$ cat config.mk
export PLATFORM = sky130hd
export DESIGN_NAME = radial_area_accum
export DESIGN_NICKNAME = d
export VERILOG_FILES = /design/src/rtl/radial_area_accum.sv
export SDC_FILE = /design/constraint.sdc
export NUM_CORES = 1
export LEC_CHECK = 0
export BUFFER_PORTS_ARGS = -buffer_cell sky130_fd_sc_hd__buf_2
export CORE_ASPECT_RATIO = 0.7
export CORE_UTILIZATION = 50
export DETAILED_ROUTE_END_ITERATION = 10
export PLACE_DENSITY = 0.72
export SLEW_MARGIN = 20
export SYNTH_ARGS = -nofsm -noshare
export SYNTH_HDL_FRONTEND = slang
export SYNTH_SLANG_ARGS = --single-unit
$ cat constraint.sdc
create_clock -name clk -period 6.8 [get_ports clk]
set_input_delay 0.34 -clock clk [delete_from_list [all_inputs] [get_ports clk]]
set_output_delay 0.34 -clock clk [all_outputs]
set_load 0.01 [all_outputs]
$ cat src/rtl/radial_area_accum.sv
// radial_area_accum: polygon area from N equally spaced radius samples per revolution,
// area = sin(2*pi/N)/2 * sum r[i]*r[(i+1) mod N], saturated to AREA_W bits.
module radial_area_accum #(
    parameter int RADIUS_W  = 16,
    parameter int N_SAMPLES = 4,
    parameter int SIN_COEF  = 32768,
    parameter int AREA_W    = 26
) (
    input  logic                clk,
    input  logic                rst,
    input  logic                en,
    input  logic [RADIUS_W-1:0] radius,
    input  logic                clr,
    output logic                ready,
    output logic [AREA_W-1:0]   area,
    output logic                rdy,
    output logic                ovf
);
    localparam int IDX_W = $clog2(N_SAMPLES);
    localparam int ACC_W = 2 * RADIUS_W + IDX_W;
    localparam int SW    = ACC_W > AREA_W ? ACC_W : AREA_W;
    localparam logic [15:0]      COEF = 16'(SIN_COEF);
    localparam logic [IDX_W-1:0] LAST = IDX_W'(N_SAMPLES - 1);

    typedef enum logic [1:0] {ACCUM, CLOSE, SCALE} state_t;

    state_t                state, state_n;
    logic [IDX_W-1:0]      idx;
    logic [RADIUS_W-1:0]   first, prev;
    logic [ACC_W-1:0]      acc;
    logic [2*RADIUS_W-1:0] prod;
    logic [SW-1:0]         s;
    logic                  take, sat;

    if (N_SAMPLES < 3 || N_SAMPLES > 1024 || SIN_COEF <= 0 || SIN_COEF > 65535) begin : g_bad_params
        $error("radial_area_accum: illegal N_SAMPLES or SIN_COEF");
    end

    assign ready = state == ACCUM;
    assign take  = ready && en && !clr;
    // One multiplier serves both the running edges and the closing edge
    assign prod  = prev * (state == CLOSE ? first : radius);
    assign s     = SW'(({16'b0, acc} * COEF) >> 16);
    assign sat   = s > SW'({AREA_W{1'b1}});

    always_comb begin
        state_n = state == CLOSE ? SCALE :
                  state == SCALE ? ACCUM :
                  (take && idx == LAST) ? CLOSE : ACCUM;
    end

    always_ff @(posedge clk or posedge rst) begin
        if (rst) state <= ACCUM;
        else     state <= state_n;
    end

    always_ff @(posedge clk or posedge rst) begin
        if (rst) begin
            idx   <= '0;
            acc   <= '0;
            first <= '0;
            prev  <= '0;
            area  <= '0;
            rdy   <= 1'b0;
            ovf   <= 1'b0;
        end else begin
            rdy <= state == SCALE;
            if (state == SCALE) begin
                area <= sat ? '1 : s[AREA_W-1:0];
                ovf  <= sat;
            end
            if (state == CLOSE) begin
                acc <= acc + ACC_W'(prod);
            end else if (ready && clr) begin
                idx <= '0;
                acc <= '0;
            end else if (take) begin
                if (idx == '0) begin
                    first <= radius;
                    prev  <= radius;
                    acc   <= '0;
                end else begin
                    acc  <= acc + ACC_W'(prod);
                    prev <= radius;
                end
                idx <= idx == LAST ? '0 : idx + 1'b1;
            end
        end
    end
endmodule

==> PnR_summary.wiki, run 1 <==
{| class="wikitable"
! Metric !! Value
|-
| Xor and xnor area share after synthesis || approximately 1.2%
|-
| Count of cells along the worst register-to-register path || 25
|-
| Horizontal die dimension || 200.0 um
|-
| Tightest Hold Check Type || in2reg
|-
| Number of buffers between clock root and the deepest sink || 2
|-
| Endpoint kind of the worst setup timing path || register
|-
| Final HPWL DP || between 20000 and 30000 um
|-
| Number of buffers inserted during clock tree synthesis || 9
|-
| Drt pass-1 iters || 6
|-
| Outcome || finished, final reports clean
|-
| Initial antenna violation count || 0
|-
| Total negative slack || 0 ps
|-
| Post-layout utilization of the core || between 50% and 60%
|-
| Post-detailed-route count of antenna-violating nets || 0
|-
| Max-cap violations || 0
|-
| Number of synthesized flops with an enable pin || 0
|-
| Critical path type || reg2reg
|-
| Worst path required time || 7050 ps
|-
| Total core area || 26840 sq um
|-
| Setup crit start kind || register
|-
| Number of input and output port buffers inserted || 48
|-
| Vias post-DR || 10.14k
|-
| Starting Density || around half
|-
| Count of endpoints failing hold in the final timing report || 0
|-
| Syn_nets || around 1.8k
|-
| Worst-path maximum fanout || 7
|-
| Worst max-slew margin expressed relative to the limit || around 41%
|-
| Post-Synth Adder-Cell Area || a little over two fifths
|-
| Post-synthesis to final-layout area growth || 11.04%
|-
| Synth Warn # || 0
|-
| Count of clock tree sinks || a little under 100
|-
| Area leader, netlist || fa_1
|-
| Maximum operating frequency || approximately 150 MHz
|-
| Leading cell type in the layout, fill and taps excluded || inv_1
|-
| Wire length per cell || 16.92 um
|-
| Slew at the pin closest to its max-slew limit || 885.6 ps
|-
| Post-Synth Simple-Gate Area || 15.18%
|-
| Worst Clk Skew || 11.69 ps
|-
| Commonest cells after routing, fill and taps aside || 357 x inv_1, 225 x fa_1, 214 x nand2_1
|-
| Area share of the leading cell type in the synthesized netlist || about a third
|-
| Slowest library cell on the worst path || fa_1
|-
| Unique cell type count in the Yosys netlist || 65
|-
| Vert. Die Dim || 140.6 um
|-
| Multiplexer share of the synthesized area || 3.911%
|-
| Post-synthesis register bit count || 98
|-
| Number of DRC violations after detailed-routing iteration 0 || 477
|-
| Main combinational cell family by area after synthesis || adder cells
|-
| Global-route wire length before repair || between 50000 and 60000 um
|-
| Ranking of synthesized cells by area || fa_1 33%, dfrtp_1 18%, ha_1 9.9%
|-
| GP Congestion || 0.8964
|-
| Max-slew violations || 0
|-
| Reg clk slew, reported paths || 70 ps
|-
| Netlist area before placement || 13720 sq um
|-
| Post-synthesis average cell area || approximately 9 sq um
|-
| DRT Wirelength || 32220 um
|-
| Async set or reset register ratio after synthesis || 100.0%
|-
| Count of boundary I/O pins || 49
|-
| Final setup violation count || 0
|-
| Final Net Count || around 1.9k
|-
| CTS tree || yes
|-
| Gr ovfl total || 0
|-
| Post-layout min period || 6609 ps
|-
| Maximum single-stage delay on the critical path || 550 ps
|-
| Clock root buffer || clkbuf_16
|-
| Clock latency at the later pin of the worst-skew pair || 350 ps
|-
| Count of cells along the worst hold path || 2
|-
| Total die area || between 20000 and 30000 sq um
|-
| Fraction of the mapped netlist area in compound gates || 7.567%
|-
| Post-synth top flop || dfrtp_1
|-
| Maximum level of the CTS H-tree || 3
|-
| Critical path arrival || 6850 ps
|-
| Overall fraction of global-route tracks in use || 23.22%
|-
| # DRC || 0
|-
| Core Rows || 50
|-
| Layout cell share with drive strength beyond 1 || 13.04%
|-
| Sequential area share after synthesis || 17.87%
|-
| Final worst-path cycle share || 97.19%
|-
| Crit-path most repeated cell || fa_1
|-
| Synthesized instance count || 1487
|-
| Number of vias per cell after detailed routing || between 5 and 6
|-
| Via count of the first global-routing pass || 10.23k
|-
| Largest net degree at the start of global routing || 81
|-
| Antenna Diode Count || 0
|}
## cells by family (layout without fill, tap and decap cells)
kind of cell             Yosys count  after routing
multiplexers                      48             48
adder cells (fa/ha/maj)          335            335
AO/OA/AOI/OAI                    147            147
AND/OR/NAND/NOR                  426            426
buffers and inverters            414            468
XOR/XNOR                          19             19
flip-flops                        98             98
## through the flow
step / instances / setup WS [ps] / cell area, sq um / hold slack, ps
final: 1905 / 191.0 / 15240 / 250.5
after global routing: 1905 / -69.01 / 15240 / 246.2
after CTS: 1877 / 71.61 / 14730 / 238.9
after detailed placement: 1861 / 100.7 / 14390 / 290.9
after global placement: 1861 / 219.9 / 14390 / 293.0
after floorplan: 1487 / 217.2 / 13720 / 448.5
## final cells by class
cell class / count / area, sq um
clock buffer: 10 / 239.0
sequential: 98 / 2452
tap: 364 / 455.4
clock inverter: 5 / 87.58
multi-input combinational: 975 / 9980
timing repair buffer: 95 / 679.4
fill: 2335 / 11600
inverter: 358 / 1346
## registers in the layout, summed over array words and instances, names as in the netlist
signal	flops
idx	2
first	16
ovf	1
state	2
area	26
rdy	1
prev	16
acc	34
## synthesized netlist by cell type, drive strengths merged, types with 6 or more instances
cell / count
ha: 109
fa: 226
nor3: 6
nor2: 20
nor2b: 49
and2: 78
a21o: 12
mux2: 45
xor2: 9
a21oi: 30
o211ai: 18
nand3: 19
dfrtp: 98
inv: 358
clkbuf: 51
nand4: 6
o21ai: 37
nand2b: 9
a211oi: 6
nand2: 217
o31ai: 6
xnor2: 10
a22o: 7
## critical path: cells and delay by family (launching register included)
family	cells	cell delay [ps]
AOI/OAI and AO/OA	5	1060
buffers and inverters	7	700
adders and majority gates	7	3140
and+or+nand+nor	5	960
muxes	1	230
DFF	1	410
## routing by layer
layer / wire, um / part of all wire [%] / track usage (%)
met1: 14240 / 44 / 33.09
met2: 16020 / 50 / 38.67
met3: 1474 / 4.6 / 2.703
met4: 490 / 1.5 / 3.978
met5: 0 / 0 / 0
## path summary, 6_finish.rpt
| path | from | slack, ps | to |
|---|---|---|---|
| setup / recovery | state[1] | 190 | acc[22] |
| hold / removal | radius[1] | 250 | first[1] |
| setup reg to reg | state[1] | 190 | acc[22] |
| hold reg to reg | acc[13] | 480 | acc[13] |
| max in group asynchronous | rst | 5300 | first[11] |
| min in group asynchronous | rst | 460 | acc[33] |
## repair_timing
action | in CTS | in global routing
hold buffers | 1 | 0
endpoints found under the setup margin | 0 | 15
endpoints found under the hold margin | 18 | 0
setup buffers | 0 | 26
resized for setup | 0 | 53
Power of run 1 is not shown: default switching activity piles up to over one toggle a cycle in this logic, so the estimate is an artifact.
==> inputs of run 2 (changes only) <==
--- a/config.mk
+++ b/config.mk
@@ -5,11 +5,12 @@
 export SDC_FILE = /design/constraint.sdc
 export NUM_CORES = 1
 export LEC_CHECK = 0
-export BUFFER_PORTS_ARGS = -buffer_cell sky130_fd_sc_hd__buf_2
+export BUFFER_PORTS_ARGS = -buffer_cell sky130_fd_sc_hd__buf_4
 export CORE_ASPECT_RATIO = 0.7
 export CORE_UTILIZATION = 50
 export DETAILED_ROUTE_END_ITERATION = 10
 export PLACE_DENSITY = 0.72
+export SETUP_SLACK_MARGIN = 0.4
 export SLEW_MARGIN = 20
 export SYNTH_ARGS = -nofsm -noshare
 export SYNTH_HDL_FRONTEND = slang
==> run 2 against run 1 <==
Net effect:
- worst hold slack got worse by 220 ps
- register-to-register slack improved by 140 ps
- die area unchanged
- routed wire length increased by 11%
- setup slack improved by 140 ps
- maximum frequency increased by 2.1%
- non-clock buffer count increased by 57
==> PnR_summary.wiki, run 2 (synthesis gave the netlist of run 1 again) <==
{| class="wikitable"
! Metric !! Value
|-
| Max-slew violations || 0 (unchanged)
|-
| Wire length per cell || 18.19 um (+7.5%)
|-
| Count of boundary I/O pins || 49 (unchanged)
|-
| RSZ-0062 raised after global routing || true
|-
| Register containing the most flip-flops in the final layout || acc
|-
| Drt pass-1 iters || 5 (-1)
|-
| Post-detailed-route count of antenna-violating nets || 0 (unchanged)
|-
| Overall fraction of global-route tracks in use || 25.89% (+2.7 points)
|-
| Worst Clk Skew || 8.952 ps (-2.735 ps)
|-
| Crit-path most repeated cell || fa_1
|-
| Leading cell type in the layout, fill and taps excluded || inv_1
|-
| Number of buffers inserted during clock tree synthesis || 9 (unchanged)
|-
| Total negative slack || 0 ps (unchanged)
|-
| Critical path type || reg2reg
|-
| Worst path required time || 7040 ps (about the same)
|-
| Final worst-path cycle share || 95.18% (-2.0 points)
|-
| Total of fill cells in the finished design || 2240 (-4.1%)
|-
| Clock root buffer || clkbuf_16
|-
| Total die area || 28130 sq um (unchanged)
|-
| CTS tree || yes
|-
| GP Congestion || 0.8694 (-3.0%)
|-
| Vias post-DR || 10.68k (+5.3%)
|-
| Max-cap violations || 0 (unchanged)
|-
| Count of cells along the worst register-to-register path || 25 (unchanged)
|-
| Hold slack final || 32.86 ps (-217.6 ps)
|-
| Final HPWL DP || 25240 um (+0.46%)
|-
| Global-route wire length before repair || 56390 um (+9.9%)
|-
| Post-synthesis to final-layout area growth || 17.98%
|-
| Number of DRC violations after detailed-routing iteration 0 || 635 (+33%)
|-
| Commonest cells after routing, fill and taps aside || 342 x inv_1, 220 x fa_1, 210 x nand2_1
|-
| Total core area || 26840 sq um (unchanged)
|-
| Final Net Count || 1955 (+3.3%)
|-
| # DRC || 0 (unchanged)
|-
| Registers with the most flip-flops || acc: 34 flops, area: 26 flops
|-
| Post-layout min period || 6472 ps (-136.6 ps)
|-
| Layout cell share with drive strength beyond 1 || 20.31% (+7.3 points)
|-
| CTS Hold Bufs || 0 (-1)
|-
| Clock latency at the later pin of the worst-skew pair || 360 ps (about the same)
|-
| Critical path arrival || 6710 ps (-140 ps)
|-
| Count of endpoints failing hold in the final timing report || 0 (unchanged)
|-
| Worst max-slew margin expressed relative to the limit || 37.76% (-3.1 points)
|-
| DRT Wirelength || 35820 um (+11%)
|-
| Final setup violation count || 0 (unchanged)
|-
| Flip-flop count of the largest register, all copies and words added || 34 (unchanged)
|-
| Number of vias per cell after detailed routing || 5.424 (+1.9%)
|-
| Largest net degree at the start of global routing || 55 (-32%)
|-
| Count of clock tree sinks || 98 (unchanged)
|-
| Maximum operating frequency || 154.5 MHz (+2.1%)
|-
| Tightest Hold Check Type || in2async
|-
| Number of buffers between clock root and the deepest sink || 2 (unchanged)
|-
| Maximum single-stage delay on the critical path || 520 ps (-30 ps)
|-
| Vert. Die Dim || 140.6 um (unchanged)
|-
| Setup crit start kind || register
|-
| Endpoint kind of the worst setup timing path || register
|-
| Horizontal die dimension || 200.0 um (unchanged)
|-
| Core Rows || 50 (unchanged)
|-
| Gr ovfl total || 0 (unchanged)
|-
| Slew at the pin closest to its max-slew limit || 931.4 ps (+45.79 ps)
|-
| Outcome || finished, final reports clean
|-
| Antenna Diode Count || 0 (unchanged)
|-
| Maximum level of the CTS H-tree || 3 (unchanged)
|-
| Worst-path maximum fanout || 5 (-2)
|-
| Slowest library cell on the worst path || fa_1
|-
| Via count of the first global-routing pass || 10.90k (+6.6%)
|-
| Initial antenna violation count || 0 (unchanged)
|-
| Starting Density || 51.14% (unchanged)
|-
| Number of input and output port buffers inserted || 48 (unchanged)
|-
| Reg clk slew, reported paths || 80 ps (about the same)
|}
==> run 2: changes by cell type in the layout (fill, tap and decap cells not counted), moves of 7 or more <==
cell and change:
nor2b_1 -7, buf_2 -48, inv_1 -15, inv_2 +15
ha_4 +11, nor2b_2 +7, ha_1 -13, buf_6 +11
buf_4 +95
==> run 2: through the flow <==
step                setup slack, ps  cells  cell area [sq um]  utilization (%)
finish                        327.6   1969              16190            60.33
global route                  131.2   1969              16190            60.33
CTS                           363.0   1929              15610            58.16
detailed placement            98.65   1866              14570            54.28
global placement              226.6   1866              14570            54.28
floorplan                     404.0   1487              13770                -
==> run 2: final cells by class <==
cell class / instances / area [sq um] / share of cell area (%)
tap: 364 / 455.4 / 2.813
sequential: 98 / 2452 / 15.15
timing repair buffer: 152 / 1289 / 7.959
clock inverter: 6 / 62.56 / 0.3864
inverter: 358 / 1346 / 8.315
clock buffer: 10 / 239.0 / 1.476
multi-input combinational: 981 / 10350 / 63.91
==> run 2: metal layers <==
metal | track usage [%] | part of all wire (%)
met2 | 41.52 | 48
met4 | 5.424 | 1.9
met1 | 36.52 | 42
met3 | 5.048 | 8.2
met5 | 0 | 0
==> run 2: critical path, delay by kind of cell, from the launching register on <==
| family | cells | cell delay (ps) |
|---|---|---|
| AO/OA/AOI/OAI | 5 | 910 |
| adder cells (fa/ha/maj) | 7 | 3190 |
| buffers and inverters | 7 | 770 |
| flip-flops | 1 | 410 |
| multiplexers | 1 | 400 |
| AND/OR/NAND/NOR | 5 | 650 |
==> run 2: final timing paths <==
kind	start	to	slack, ps
setup / recovery	state[1]	acc[32]	330
hold / removal	rst	acc[33]	30
setup reg to reg	state[1]	acc[32]	330
hold reg to reg	ovf	ovf	480
max in group asynchronous	rst	acc[3]	5610
min in group clk	radius[12]	first[12]	240
==> run 2: what timing repair did <==
item,4_1_cts,5_1_grt
gates cloned,5,4
setup buffers,42,36
pin swaps,28,92
resized for setup,64,77
setup endpoints to repair,18,20
Power of run 2 is left out for the same reason.
==> inputs of run 3 (changes only) <==
--- a/config.mk
+++ b/config.mk
@@ -5,6 +5,7 @@
 export SDC_FILE = /design/constraint.sdc
 export NUM_CORES = 1
 export LEC_CHECK = 0
+export ABC_AREA = 1
 export BUFFER_PORTS_ARGS = -buffer_cell sky130_fd_sc_hd__buf_4
 export CORE_ASPECT_RATIO = 0.7
 export CORE_UTILIZATION = 50
==> constraint.sdc (replaced) <==
create_clock -name clk -period 5.95 [get_ports clk]
set_input_delay 0.2975 -clock clk [delete_from_list [all_inputs] [get_ports clk]]
set_output_delay 0.2975 -clock clk [all_outputs]
set_load 0.01 [all_outputs]
==> run 3 against run 2 <==
Net effect:
- clock skew is essentially flat
- first-iteration DRC count is 45% higher
- maximum frequency rose by 9.1%
- critical path depth is 6 higher
- non-clock buffer count increased by 53
- sequential share of layout area is 1.1 points lower
- flip-flop and latch count unchanged
- cell count increased by 22%
==> PnR_summary.wiki, run 3 <==
{| class="wikitable"
! Metric !! Value
|-
| Outcome || finished, final reports clean
|-
| CTS tree || yes
|-
| Crit-path most repeated cell || fa_1
|-
| Worst path required time || 6220 ps (-820 ps)
|-
| Count of endpoints failing hold in the final timing report || 0 (unchanged)
|-
| Number of DRC violations after detailed-routing iteration 0 || 918 (+45%)
|-
| Clock latency at the later pin of the worst-skew pair || 380 ps (+20 ps)
|-
| Leading cell type in the layout, fill and taps excluded || inv_1
|-
| Number of input and output port buffers inserted || 48 (unchanged)
|-
| Register containing the most flip-flops in the final layout || acc
|-
| Wire length per cell || 17.14 um (-5.8%)
|-
| Count of boundary I/O pins || 49 (unchanged)
|-
| Post-synthesis average cell area || 7.641 sq um (-17%)
|-
| Ranking of synthesized cells by area || fa_1 32%, dfrtp_1 17%, inv_1 13%
|-
| Post-route non-filler standard cell count || 2403 (+22%)
|-
| Maximum single-stage delay on the critical path || 560 ps (+40 ps)
|-
| Layout cell share with drive strength beyond 1 || 22.26% (+1.9 points)
|-
| Number of synthesized flops with an enable pin || 0 (unchanged)
|-
| Total die area || 29040 sq um (+3.2%)
|-
| Final worst-path cycle share || 99.75% (+4.6 points)
|-
| Main combinational cell family by area after synthesis || adder cells
|-
| Multiplexer share of the synthesized area || 0% (-3.9 points)
|-
| Tightest Hold Check Type || in2reg
|-
| Post-synth top flop || dfrtp_1
|-
| Endpoint kind of the worst setup timing path || register
|-
| Async set or reset register ratio after synthesis || 100.0% (unchanged)
|-
| Fraction of the mapped netlist area in compound gates || 5.703% (-1.9 points)
|-
| Reg clk slew, reported paths || 80 ps (about the same)
|-
| Synth Warn # || 0 (unchanged)
|-
| Via count of the first global-routing pass || 12.25k (+12%)
|-
| Sequential area share after synthesis || 17.30% (-0.57 points)
|-
| Total core area || 27820 sq um (+3.7%)
|-
| Final Net Count || 2381 (+22%)
|-
| Final setup violation count || 0 (unchanged)
|-
| Largest net degree at the start of global routing || 63 (+15%)
|-
| Worst flop-to-flop path endpoint || acc[30]
|-
| Launch point of the worst reg-to-reg path || state[0]
|-
| Core Rows || 51 (+2.0%)
|-
| Registers with the most flip-flops || acc: 34 flops, area: 26 flops
|-
| Number of buffers between clock root and the deepest sink || 2 (unchanged)
|-
| Critical path type || reg2reg
|-
| GP Congestion || 0.9715 (+12%)
|-
| Worst-path maximum fanout || 11 (+6)
|-
| Clock root buffer || clkbuf_16
|-
| Count of cells along the worst register-to-register path || 31 (+24%)
|-
| Area share of the leading cell type in the synthesized netlist || 31.92% (-1.0 points)
|-
| Maximum operating frequency || 168.5 MHz (+9.1%)
|-
| Worst hold path startpoint || radius[4]
|-
| Post-Synth Simple-Gate Area || 19.84% (+4.7 points)
|-
| Netlist area before placement || 14170 sq um (+3.3%)
|-
| Maximum level of the CTS H-tree || 3 (unchanged)
|-
| Post-placement cell count || 2339 (+25%)
|-
| Post-Synth Adder-Cell Area || 41.54% (-1.4 points)
|-
| Minimum setup slack among reg-to-reg paths || 10 ps (-310 ps)
|-
| Worst Clk Skew || 8.991 ps (+0.03969 ps)
|-
| Setup crit start kind || register
|-
| Drt pass-1 iters || 6 (+1)
|-
| Count of clock tree sinks || 98 (unchanged)
|-
| Initial antenna violation count || 2 (+2)
|-
| Xor and xnor area share after synthesis || 0.3090% (-0.90 points)
|-
| Gr ovfl total || 0 (unchanged)
|-
| Unique cell type count in the Yosys netlist || 35 (-46%)
|-
| Cell types with the highest counts after synthesis || 503 x inv_1, 451 x nand2_1, 226 x fa_1
|-
| Worst setup path startpoint || state[0]
|-
| Post-synthesis to final-layout area growth || 22.99%
|-
| Post-synthesis register bit count || 98 (unchanged)
|-
| Worst max-slew margin expressed relative to the limit || 38.30% (+0.55 points)
|-
| Vias post-DR || 12.20k (+14%)
|-
| Starting Density || 50.94% (-0.19 points)
|-
| Number of vias per cell after detailed routing || 5.077 (-6.4%)
|-
| Syn_nets || 2210 (+20%)
|-
| End point of the worst hold path || first[4]
|-
| Post-layout min period || 5935 ps (-537.4 ps)
|-
| RSZ-0062 raised after global routing || true
|-
| Most repeated cell in the gate-level netlist after synthesis || inv_1
|-
| Post-detailed-route count of antenna-violating nets || 0 (unchanged)
|-
| Area leader, netlist || fa_1
|-
| Critical path arrival || 6200 ps (-510 ps)
|-
| Synthesized instance count || 1855 (+25%)
|-
| Count of cells along the worst hold path || 3
|-
| Slew at the pin closest to its max-slew limit || 925.5 ps (-5.921 ps)
|-
| Horizontal die dimension || 203.2 um (+1.6%)
|-
| DRT Wirelength || 41190 um (+15%)
|-
| Vert. Die Dim || 142.9 um (+1.6%)
|-
| Slowest library cell on the worst path || fa_2
|-
| Final HPWL DP || 33400 um (+32%)
|-
| Number of buffers inserted during clock tree synthesis || 9 (unchanged)
|-
| Flip-flop count of the largest register, all copies and words added || 34 (unchanged)
|-
| # DRC || 0 (unchanged)
|-
| Max-cap violations || 0 (unchanged)
|-
| Max-slew violations || 0 (unchanged)
|-
| Commonest cells after routing, fill and taps aside || 462 x inv_1, 384 x nand2_1, 212 x fa_1
|-
| Overall fraction of global-route tracks in use || 29.82% (+3.9 points)
|-
| Global-route wire length before repair || 65370 um (+16%)
|}
## run 3: cell types whose count changed after synthesis, moves of 13 or more
cell,previous run,this run
o21ai_0,28,63
nor2b_1,49,0
and2_1,78,5
buf_2,4,17
inv_1,358,503
clkbuf_1,51,17
nand2_1,216,451
nor2_1,18,197
mux2_2,45,0
nand3_1,18,44
o21a_1,2,16
## run 3: cell type report
class                      count  area (sq um)
clock buffer                  10         239.0
clock inverter                 6         56.30
sequential                    98          2452
antenna                        1         2.502
timing repair buffer         205          1680
multi-input combinational   1193         10520
fill                        2445         10390
tap                          371         464.2
inverter                     517          1998
timing repair inverter         2         16.27
## run 3: repair_timing
item                       4_1_cts  5_1_grt
hold buffers                     1        0
pin swaps                       67       81
setup buffers                   26       18
gates resized for setup        144      130
cloned                           2        0
hold endpoints to repair        36        0
setup endpoints to repair       25       26
## run 3: worst max-delay path: cells and delay by family (launching register included)
kind	cells	cell delay (ps)
compound gates	1	210
simple gates	11	910
fa+ha+maj	7	3100
flops	1	360
buf+inv	12	1240
## run 3: routing by layer
layer,routed length [um],vias up,GRT usage [%]
met3,4085,46,8.375
met1,18270,5970,42.87
met2,18310,469,45.03
met5,0,-,0
met4,533,0,5.817
li1,-,5715,-
## run 3: stage by stage
step	utilization [%]	instance area [sq um]	hold WS (ps)	TNS, ps	setup WS, ps
global route	62.65	17430	134.1	-1765	-149.8
global placement	56.77	15790	350.4	-462.4	-184.3
CTS	60.68	16880	132.5	0	111.5
detailed placement	56.77	15790	360.3	-797.0	-211.3
finish	62.66	17430	143.0	0	15.00
floorplan	-	14330	418.5	0	400.0
## run 3: worst max-delay path by stage
| stage | endpoint | slack [ps] | depth (start not counted) |
|---|---|---|---|
| floorplan | acc[31] | 400 | 31 |
| global placement | acc[22] | -180 | 27 |
| detailed placement | acc[20] | -210 | 26 |
| CTS | acc[29] | 110 | 28 |
| global route | acc[24] | -150 | 30 |
| finish | acc[30] | 10 | 31 |
## run 3: cell families (layout without fill, tap and decap cells)
kind of cell,Yosys count,after routing
other,0,1
XOR/XNOR,5,5
AND/OR/NAND/NOR,715,715
adder cells (fa/ha/maj),335,335
flip-flops,98,98
AO/OA/AOI/OAI,138,138
buffers and inverters,564,740
Power of run 3 is left out for the same reason.
